==> src/rtl/dff_pipe.sv <==
// DEPTH-stage, WIDTH-bit delay line with per-stage valid bits, stall, flush
// and a registered occupancy count that tracks the number of valid stages.
module dff_pipe #(
  parameter int unsigned      WIDTH     = 8,
  parameter int unsigned      DEPTH     = 4,
  parameter logic [WIDTH-1:0] RESET_VAL = '0
) (
  input  logic                       clk,
  input  logic                       rst,
  input  logic                       en,
  input  logic                       flush,
  input  logic                       d_valid,
  input  logic [WIDTH-1:0]           d,
  output logic                       q_valid,
  output logic [WIDTH-1:0]           q,
  output logic [$clog2(DEPTH+1)-1:0] occ
);

  localparam int unsigned OCC_W = $clog2(DEPTH + 1);

  logic [WIDTH-1:0] data_q [DEPTH];
  logic [WIDTH-1:0] data_d [DEPTH];
  logic [DEPTH-1:0] valid_q;
  logic [DEPTH-1:0] valid_d;
  logic [OCC_W-1:0] occ_q;
  logic [OCC_W-1:0] occ_d;

  // Next state: flush clears valids only, data regs keep their contents.
  always_comb begin
    data_d  = data_q;
    valid_d = valid_q;
    occ_d   = occ_q;
    if (flush) begin
      valid_d = '0;
      occ_d   = '0;
    end else if (en) begin
      data_d[0]  = d;
      valid_d[0] = d_valid;
      for (int unsigned i = 1; i < DEPTH; i++) begin
        data_d[i]  = data_q[i-1];
        valid_d[i] = valid_q[i-1];
      end
      // Entry and exit cancel; bounded because occ equals popcount(valid).
      occ_d = occ_q + OCC_W'(d_valid) - OCC_W'(valid_q[DEPTH-1]);
    end
  end

  always_ff @(posedge clk or posedge rst) begin
    if (rst) begin
      for (int unsigned i = 0; i < DEPTH; i++) begin
        data_q[i] <= RESET_VAL;
      end
      valid_q <= '0;
      occ_q   <= '0;
    end else begin
      data_q  <= data_d;
      valid_q <= valid_d;
      occ_q   <= occ_d;
    end
  end

  assign q       = data_q[DEPTH-1];
  assign q_valid = valid_q[DEPTH-1];
  assign occ     = occ_q;

endmodule

==> config.mk <==
export PLATFORM = sky130hd
export DESIGN_NAME = dff_pipe
export DESIGN_NICKNAME = d
export VERILOG_FILES = /design/src/rtl/dff_pipe.sv
export SDC_FILE = /design/constraint.sdc
export NUM_CORES = 1
export LEC_CHECK = 0
export BUFFER_PORTS_ARGS = -buffer_cell sky130_fd_sc_hd__clkbuf_2
export CORE_MARGIN = 4
export CORE_UTILIZATION = 50
export DETAILED_ROUTE_END_ITERATION = 8
export PLACE_DENSITY = 0.71
export SETUP_SLACK_MARGIN = 0.02
export SYNTH_ARGS = -nofsm -noshare
export SYNTH_HDL_FRONTEND = slang
export SYNTH_SLANG_ARGS = --single-unit
==> constraint.sdc <==
create_clock -name clk -period 2.7 [get_ports clk]
set_input_delay 0.405 -clock clk [delete_from_list [all_inputs] [get_ports clk]]
set_output_delay 0.405 -clock clk [all_outputs]
set_load 0.02 [all_outputs]
==> impl_metrics.csv, run 1 <==
group,metric,value,unit
finish,final_cell_mix,"39 x dfrtp_1, 30 x mux2_4, 24 x clkbuf_2",
worst_setup_path,worstPathCellList,"inv_1 -> ha_1 -> inv_1 -> ha_1 -> inv_1 -> fa_1 -> xor2_1 -> a21oi_1 -> a31o_2",
worst_setup_path,reg2reg_setup_slack,0.78,ns
floorplan,die_height,67.9,µm
timing,rsz0062_at_grt,"no",
power,powerDensity,825,nW/µm²
timing,whs,0.0496,ns
synth,syn_nets,127,
worst_hold_path,min_path_type,"in2async",
route,ant_nets,0,
floorplan,fp.dieW,67.9,µm
power,vdd_drop_max,310,µV
timing,finalCritPeriodShare,71.0,%
clocking,cts_hold_buf,0,
timing,skew,0.0106,ns
worst_setup_path,critical_path_buf_inv_count,3,
route,vias,844,
worst_setup_path,rr_startpoint,"occ[0]$_DFFE_PP0P_",
floorplan,core_area,3390,µm²
clocking,post_cts_resized,0,
route,wl_per_cell,13.4,µm
route,wl,2370,µm
route,vias_per_cell,4.77,
timing,fmax,0.521,GHz
worst_setup_path,cp_slowest_cell,"dfrtp_1",
finish,syn_to_final_growth,6.69,%
route,drt_first_pass_iters,5,
worst_setup_path,r2r-end,"occ[2]$_DFFE_PP0P_",
route,drc_errors,0,
synth,post_synth.cell_area_avg,16.2,µm²
worst_setup_path,worstPathArrival,2.15,ns
worst_setup_path,crit_path_start_kind,"register",
worst_setup_path,worstSetupEndpointType,"register",
synth,synth_seq_cells,39,
worst_setup_path,required,2.94,ns
worst_setup_path,slowest_delay,0.39,ns
clocking,root_buffer,"clkbuf_4",
placement,routabilityCongestion,0.718,
finish,final_util,56.5,%
worst_setup_path,crit_top_cell,"inv_1",
worst_setup_path,cpLargestDelayFamily,"adder cells",
finish,final_nets,146,
clocking,clockBufferDepth,2,
timing,relSlewSlack,63.5,%
global_routing,antenna_found_initial,0,
route,drt_iter0_drc,39,
synth,synth_area,1800,µm²
global_routing,grt_max_degree,33,
finish,diodes,0,
placement,hpwl,1640,µm
finish,drive_gt1_share,51.9,%
timing,setup_tns,0,ns
flow_run,maxCapViolCount,0,
synth,ys_types,16,
timing,min_period,1.92,ns
timing,finalHoldViolations,0,
synth,yosysWarnings,0,
global_routing,grt_first_pass_wirelength,4040,µm
timing,tightest_slew,0.547,ns
placement,place_area,1830,µm²
clocking,clk_latency,0.34,ns
synth,ys_seq_area_share,54.4,%
power,p_leak,0.984,nW
clocking,cts_max_level,2,
clocking,path_clk_slew,0.12,ns
synth,syn_inst,111,
worst_setup_path,criticalPathCategory,"reg2reg",
floorplan,initial_core_util,53.0,%
placement,port_buffers,24,
global_routing,grt_usage,12.1,%
outcome,status,"finished, final reports clean",
clocking,cts_made_buffers,5,
worst_setup_path,r2r_cells,9,
floorplan,die-area,4610,µm²
timing,finalMaxSlewViolations,0,
global_routing,overflow,0,
clocking,tritoncts,"yes",
floorplan,io_pins,25,
clocking,postCtsSetupRepairBufs,0,
floorplan,core.rowCount,21,
finish,layout_commonest_cell,"dfrtp_1",
timing,setup_viol,0,
worst_setup_path,crit_fanout,3,
clocking,numClockSinks,39,
finish,postLayoutCellArea,1920,µm²
global_routing,grt_pass1_vias,910,
## layout make-up
cell class / count / area [µm²]
Fill cell: 272 / 1470
Sequential cell: 39 / 976
Multi-Input combinational cell: 53 / 647
Timing Repair Buffer: 26 / 135
Tap cell: 46 / 57.6
Clock inverter: 3 / 43.8
Clock buffer: 5 / 37.5
Inverter: 5 / 18.8
## kinds of logic (layout without fill, tap and decap cells)
family	after synthesis	count (layout)	share of synthesized area [%]
flip-flops	39	39	54.4
multiplexers	38	38	29.7
buffers and inverters	19	39	9.62
AND/OR/NAND/NOR	9	9	2.58
adder cells (fa/ha/maj)	3	3	2.51
AO/OA/AOI/OAI	2	2	0.766
XOR/XNOR	1	1	0.488
## metal layers
metal / up-vias / global-route usage [%] / share of wire [%]
met1: 420 / 14.2 / 45
met3: 2 / 3.94 / 4.9
li1: 403 / - / -
met5: - / 0 / 0
met4: 0 / 6.70 / 0.72
met2: 19 / 19.6 / 49
## registers in the layout, summed over array words and instances (netlist names)
| register | count |
|---|---|
| data_q | 24 |
| q | 8 |
| valid_q | 4 |
| occ | 3 |
## stage by stage
stage	cells	power (mW)	setup WS (ns)
floorplan	111	1.19	0.792
global placement	169	1.20	0.876
detailed placement	169	1.21	0.791
CTS	177	1.61	0.773
global route	177	1.67	0.674
finish	177	1.58	0.782
## cell usage after synthesis
master | instances | area (µm²)
a21oi_1 | 1 | 5.00
a31o_2 | 1 | 8.76
buf_12 | 3 | 60.1
buf_4 | 8 | 60.1
buf_6 | 3 | 33.8
dfrtp_1 | 39 | 976
fa_1 | 1 | 20.0
ha_1 | 2 | 25.0
inv_1 | 5 | 18.8
mux2_2 | 2 | 22.5
mux2_4 | 30 | 450
mux2i_1 | 6 | 60.1
nand2b_1 | 1 | 6.26
nor2_1 | 7 | 26.3
nor2b_4 | 1 | 13.8
xor2_1 | 1 | 8.76
## how the worst max path moves through the flow
stage / end / start / cells past startpoint / slack (ns)
4_1_cts: occ[2]$_DFFE_PP0P_ / occ[0]$_DFFE_PP0P_ / 9 / 0.77
3_5_place_dp: occ[2]$_DFFE_PP0P_ / occ[0]$_DFFE_PP0P_ / 9 / 0.79
3_3_place_gp: occ[2]$_DFFE_PP0P_ / valid_q[3]$_DFFE_PP0P_ / 8 / 0.88
6_report: occ[2]$_DFFE_PP0P_ / occ[0]$_DFFE_PP0P_ / 9 / 0.78
5_1_grt: occ[2]$_DFFE_PP0P_ / occ[0]$_DFFE_PP0P_ / 9 / 0.67
2_1_floorplan: occ[2]$_DFFE_PP0P_ / occ[0]$_DFFE_PP0P_ / 9 / 0.79
## worst reg2reg max path: cells and delay by family, from the launching register on
kind / cells / cell delay (ns)
DFF: 1 / 0.39
adders and majority gates: 3 / 0.77
buffers and inverters: 3 / 0.18
AOI/OAI and AO/OA: 2 / 0.31
xor gates and xnor gates: 1 / 0.18
## where the power goes
part           total (mW)  internal (mW)  switching (mW)  leakage, nW
clock               0.385          0.195           0.190       0.0452
combinational       0.391          0.234           0.157        0.463
sequential          0.804          0.724          0.0793        0.475
total                1.58           1.15           0.427        0.984
No activity file was read; power rests on OpenSTA's default activity.
==> run 2: changes to the inputs <==
clock period = 1.9 ns   (was 2.7 ns; I/O delays follow)
==> run 2 against run 1 <==
  * Clock power rose by 50%
  * Utilization rose by 2.8 points
  * Sequential power rose by 42%
  * Via count rose by 2.3%
  * Design area rose by 5.0%
  * Setup slack got worse by 0.67 ns
  * Hold slack improved by 0.12 ns
  * Sequential share of layout area fell by 2.3 points
  * Combinational power rose by 48%
  * Clock-buffer cell count rose by 1
  * Global-route usage rose by 0.93 points
  * Final cell count rose by 1.7%
  * Critical path type unchanged
  * Highest routed layer unchanged
==> impl_metrics.csv, run 2 (synthesis results as in run 1) <==
group,metric,value,unit
floorplan,io_pins,25,
worst_hold_path,min_path_type,"in2reg",
placement,place_area,1860,µm²
worst_setup_path,r2r_cells,8,
placement,routabilityCongestion,0.654,
worst_setup_path,required,2.14,ns
clocking,tritoncts,"yes",
power,p_sw_share,26.6,%
power,powerDensity,1140,nW/µm²
global_routing,grt_usage,13.1,%
worst_setup_path,slowest_delay,0.44,ns
worst_setup_path,worstSetupEndpointType,"register",
global_routing,antenna_found_initial,0,
global_routing,overflow,0,
power,p_leak,1.00,nW
timing,finalMaxSlewViolations,0,
worst_setup_path,critical_path_buf_inv_count,2,
timing,skew,0.00678,ns
flow_run,maxCapViolCount,0,
placement,preCtsSetupSlack,-0.00630,ns
worst_setup_path,path_depth,8,
finish,syn_to_final_growth,12.1,%
worst_setup_path,cp_slowest_cell,"dfrtp_2",
clocking,cts_max_level,2,
route,vias,863,
finish,max_flop_register,"data_q",
finish,diodes,0,
floorplan,die_height,67.9,µm
outcome,status,"finished, final reports clean",
power,combPwrFrac,25.1,%
power,p_switching,0.612,mW
worst_setup_path,crit_fanout,2,
route,drc_errors,0,
finish,fillerInstances,285,
floorplan,core_area,3390,µm²
finish,drive_gt1_share,59.7,%
clocking,clk_latency,0.33,ns
finish,final_nets,149,
worst_setup_path,criticalPathCategory,"reg2reg",
route,ant_nets,0,
worst_setup_path,worstPathArrival,2.03,ns
finish,final_cell_mix,"37 x dfrtp_1, 30 x mux2_4, 24 x clkbuf_2",
route,drt_iter0_drc,22,
route,drt_first_pass_iters,4,
clocking,clockBufferDepth,2,
floorplan,initial_core_util,53.0,%
global_routing,grt_first_pass_wirelength,4380,µm
power,p_int,1.69,mW
finish,layout_commonest_cell,"dfrtp_1",
worst_setup_path,crit_path_start_kind,"register",
placement,port_buffers,24,
placement,hpwl,1650,µm
worst_setup_path,worstPathCellList,"ha_4 -> inv_2 -> ha_4 -> inv_2 -> fa_2 -> xor2_2 -> a21oi_2 -> a31o_2",
timing,tightest_slew,0.391,ns
worst_setup_path,cpLargestDelayFamily,"adder cells",
finish,multiInputGateArea,686,µm²
timing,rsz0062_at_grt,"no",
power,pwr-share-clk,25.2,%
timing,finalHoldViolations,0,
power,pwr-share-seq,49.8,%
timing,min_period,1.79,ns
global_routing,grt_pass1_vias,930,
timing,relSlewSlack,73.9,%
clocking,numClockSinks,39,
floorplan,core.rowCount,21,
finish,final_util,59.4,%
finish,regArea,978,µm²
power,finalPower,2.30,mW
floorplan,die-area,4610,µm²
global_routing,grt_max_degree,33,
clocking,root_buffer,"clkbuf_4",
route,vias_per_cell,4.79,
power,vdd_drop_max,485,µV
route,wl,2540,µm
timing,finalCritPeriodShare,94.2,%
finish,postLayoutCellArea,2010,µm²
worst_hold_path,holdPathStages,2,
floorplan,fp.dieW,67.9,µm
clocking,cts_made_buffers,5,
timing,setup_viol,0,
timing,postLayoutSetupSlackWorst,0.111,ns
finish,largest_reg_flops,24,
timing,fmax,0.559,GHz
clocking,path_clk_slew,0.12,ns
timing,setup_tns,0,ns
route,wl_per_cell,14.1,µm
run 2: cell count changes in the layout (fill, tap and decap cells not counted), sizes merged:
cell and delta:
dlygate4sd3 +1, clkinv -1, clkbuf +1, buf +2
run 2: metrics by stage:
step | cells | hold WS, ns
3_3_place_gp | 169 | 0.254
3_5_place_dp | 169 | 0.267
2_1_floorplan | 111 | 0.433
6_report | 180 | 0.169
5_1_grt | 180 | 0.159
4_1_cts | 180 | 0.156
run 2: power groups by stage:
stage	clock [mW]	combinational, mW	sequential, mW
after detailed placement	0	0.569	1.17
after CTS	0.595	0.577	1.15
after floorplan	0	0.563	1.13
after global placement	0	0.559	1.15
after global routing	0.632	0.620	1.18
final	0.579	0.577	1.14
run 2: path summary, 6_finish.rpt:
path | start | end | slack, ns
max | valid_q[3]$_DFFE_PP0P_ | occ[2]$_DFFE_PP0P_ | 0.11
min | d[5] | data_q[29]$_DFFE_PP0P_ | 0.17
max reg2reg | valid_q[3]$_DFFE_PP0P_ | occ[2]$_DFFE_PP0P_ | 0.11
min reg2reg | q[5]$_DFFE_PP0P_ | q[5]$_DFFE_PP0P_ | 0.52
max in group asynchronous | rst | valid_q[3]$_DFFE_PP0P_ | 0.96
min in group asynchronous | rst | data_q[29]$_DFFE_PP0P_ | 0.44
run 2: timing repair:
item / 4_1_cts / 5_1_grt
setup endpoints to repair: 1 / 1
pin swaps: 0 / 2
hold endpoints to repair: 8 / 0
resized for setup: 1 / 8
setup buffers: 2 / 0
hold buffers: 1 / 0
run 2: worst reg2reg max path, cell delays in order (launching register included):
cell	delay (ns)
dfrtp_2	0.44
ha_4	0.24
inv_2	0.06
ha_4	0.12
inv_2	0.04
fa_2	0.36
xor2_2	0.17
a21oi_2	0.07
a31o_2	0.21
run 2: area by class of cell:
cell class              count  area share [%]
inverters                   5           0.933
clock inverters             2            1.74
clock buffers               6            2.55
flip-flops and latches     39            48.6
multi-input cells          53            34.1
repair buffers             29            9.20
well taps                  46            2.86
run 2: layer usage:
metal	up-vias	track usage [%]	wire, µm
met5	-	0	0
met4	0	5.21	41
li1	407	-	-
met3	5	5.09	156
met2	24	19.1	1150
met1	427	17.3	1190
==> run 3: changes to the inputs <==
CORE_UTILIZATION = 56   (was 50)
PLACE_DENSITY = 0.78   (was 0.71)
==> run 3 against run 2 <==
  * First-iteration DRC count down 50%
  * Power down 7.3%
  * Largest power group unchanged
  * Utilization is 6.1 points higher
  * Critical endpoint unchanged
  * Critical path type unchanged
  * Wire length is 0.28% lower
==> impl_metrics.csv, run 3 (synthesis results as in run 1) <==
group,metric,value,unit
worst_setup_path,endpoint,"occ[2]$_DFFE_PP0P_",
worst_setup_path,r2r_cells,9,
power,p_int,1.53,mW
global_routing,overflow,0,
finish,drive_gt1_share,58.1,%
worst_setup_path,crit_fanout,2,
route,drc_errors,0,
worst_setup_path,worstPathArrival,2.07,ns
timing,setup_viol,0,
finish,syn_to_final_growth,11.2,%
timing,finalCritPeriodShare,95.9,%
clocking,root_buffer,"clkbuf_4",
clocking,cts_made_buffers,5,
timing,setup_tns,0,ns
timing,fmax,0.549,GHz
timing,tightest_slew,0.594,ns
timing,finalMaxSlewViolations,0,
route,wl_per_cell,14.1,µm
finish,final_cell_mix,"37 x dfrtp_1, 30 x mux2_4, 24 x clkbuf_2",
global_routing,grt_first_pass_wirelength,4500,µm
worst_setup_path,rr_startpoint,"occ[0]$_DFFE_PP0P_",
route,drt_iter0_drc,11,
finish,max_flop_register,"data_q",
power,pwr-share-clk,18.7,%
floorplan,fp.dieW,64.6,µm
finish,layout_commonest_cell,"dfrtp_1",
placement,place_area,1890,µm²
placement,preCtsSetupSlack,-0.00904,ns
floorplan,core_area,3050,µm²
outcome,status,"finished, final reports clean",
clocking,cts_max_level,2,
clocking,clockBufferDepth,2,
worst_setup_path,reg2reg_setup_slack,0.08,ns
worst_hold_path,min_path_type,"in2reg",
power,combPwrFrac,27.4,%
worst_setup_path,r2r-end,"occ[2]$_DFFE_PP0P_",
timing,postLayoutSetupSlackWorst,0.0773,ns
power,p_sw_share,28.4,%
finish,largest_reg_flops,24,
floorplan,die-area,4180,µm²
route,drt_first_pass_iters,2,
global_routing,grt_usage,14.5,%
clocking,clk_latency,0.34,ns
timing,skew,0.0133,ns
power,pwr-share-seq,53.9,%
finish,postLayoutCellArea,2000,µm²
clocking,path_clk_slew,0.12,ns
global_routing,grt_pass1_vias,965,
timing,finalHoldViolations,0,
worst_setup_path,required,2.15,ns
route,ant_nets,0,
route,vias,879,
placement,port_buffers,24,
finish,diodes,0,
timing,relSlewSlack,60.4,%
floorplan,die_height,64.6,µm
timing,whs,0.167,ns
clocking,numClockSinks,39,
route,vias_per_cell,4.88,
finish,final_nets,151,
route,wl,2530,µm
global_routing,grt_max_degree,26,
placement,hpwl,1800,µm
floorplan,io_pins,25,
global_routing,antenna_found_initial,0,
floorplan,core.rowCount,20,
clocking,tritoncts,"yes",
worst_setup_path,crit_start,"occ[0]$_DFFE_PP0P_",
worst_setup_path,worstSetupEndpointType,"register",
power,vdd_drop_max,581,µV
flow_run,maxCapViolCount,0,
power,powerDensity,1070,nW/µm²
power,p_switching,0.606,mW
worst_setup_path,criticalPathCategory,"reg2reg",
floorplan,initial_core_util,58.8,%
placement,routabilityCongestion,0.703,
power,p_leak,0.998,nW
timing,min_period,1.82,ns
worst_setup_path,crit_path_start_kind,"register",
## run 3: cell type report
class / instances / area [µm²]
flip-flops and latches: 39 / 978
clock inverters: 1 / 5.00
fillers: 238 / 1060
repair buffers: 31 / 213
clock buffers: 7 / 45.0
inverters: 5 / 18.8
well taps: 44 / 55.1
multi-input cells: 53 / 682
## run 3: power by group through the flow
stage / Clock, mW / Sequential (mW) / Combinational [mW]
after floorplan: 0 / 1.13 / 0.563
after global placement: 0 / 1.15 / 0.565
after detailed placement: 0 / 1.17 / 0.578
after CTS: 0.421 / 1.15 / 0.585
after global routing: 0.466 / 1.18 / 0.630
final: 0.399 / 1.15 / 0.585
## run 3: routing by layer
layer	GRT usage (%)	wire length [µm]
met1	18.7	1130
met2	20.9	1190
met3	5.37	138
met4	8.71	65
met5	0	0
## run 3: worst min-delay path by stage
stage / to / depth (start not counted) / slack [ns] / startpoint
floorplan: data_q[24]$_DFFE_PP0P_ / 1 / 0.43 / d[0]
global placement: data_q[29]$_DFFE_PP0P_ / 2 / 0.36 / rst
detailed placement: data_q[21]$_DFFE_PP0P_ / 2 / 0.37 / rst
CTS: data_q[25]$_DFFE_PP0P_ / 2 / 0.14 / d[1]
global route: data_q[28]$_DFFE_PP0P_ / 2 / 0.14 / d[4]
finish: data_q[25]$_DFFE_PP0P_ / 2 / 0.17 / d[1]
## run 3: worst max-delay path, cell delays in order, from the launching register on
cell and delay, ns:
dfrtp_2 0.43, inv_2 0.07, ha_4 0.20, inv_2 0.06, ha_4 0.12, inv_2 0.03
fa_2 0.36, xor2_2 0.16, a21oi_1 0.09, a31o_2 0.22
## run 3: timing repair
action | in CTS | in global routing
setup buffers | 0 | 2
setup endpoints to repair | 1 | 1
hold endpoints to repair | 14 | 0
hold buffers | 1 | 0
pin swaps | 1 | 3
cloned | 0 | 0
resized for setup | 2 | 6
## run 3: metrics by stage
stage	total power [mW]	instances	utilization [%]
finish	2.13	180	65.4
global route	2.27	180	65.4
CTS	2.16	178	64.3
detailed placement	1.75	169	61.8
global placement	1.72	169	61.8
floorplan	1.69	111	-
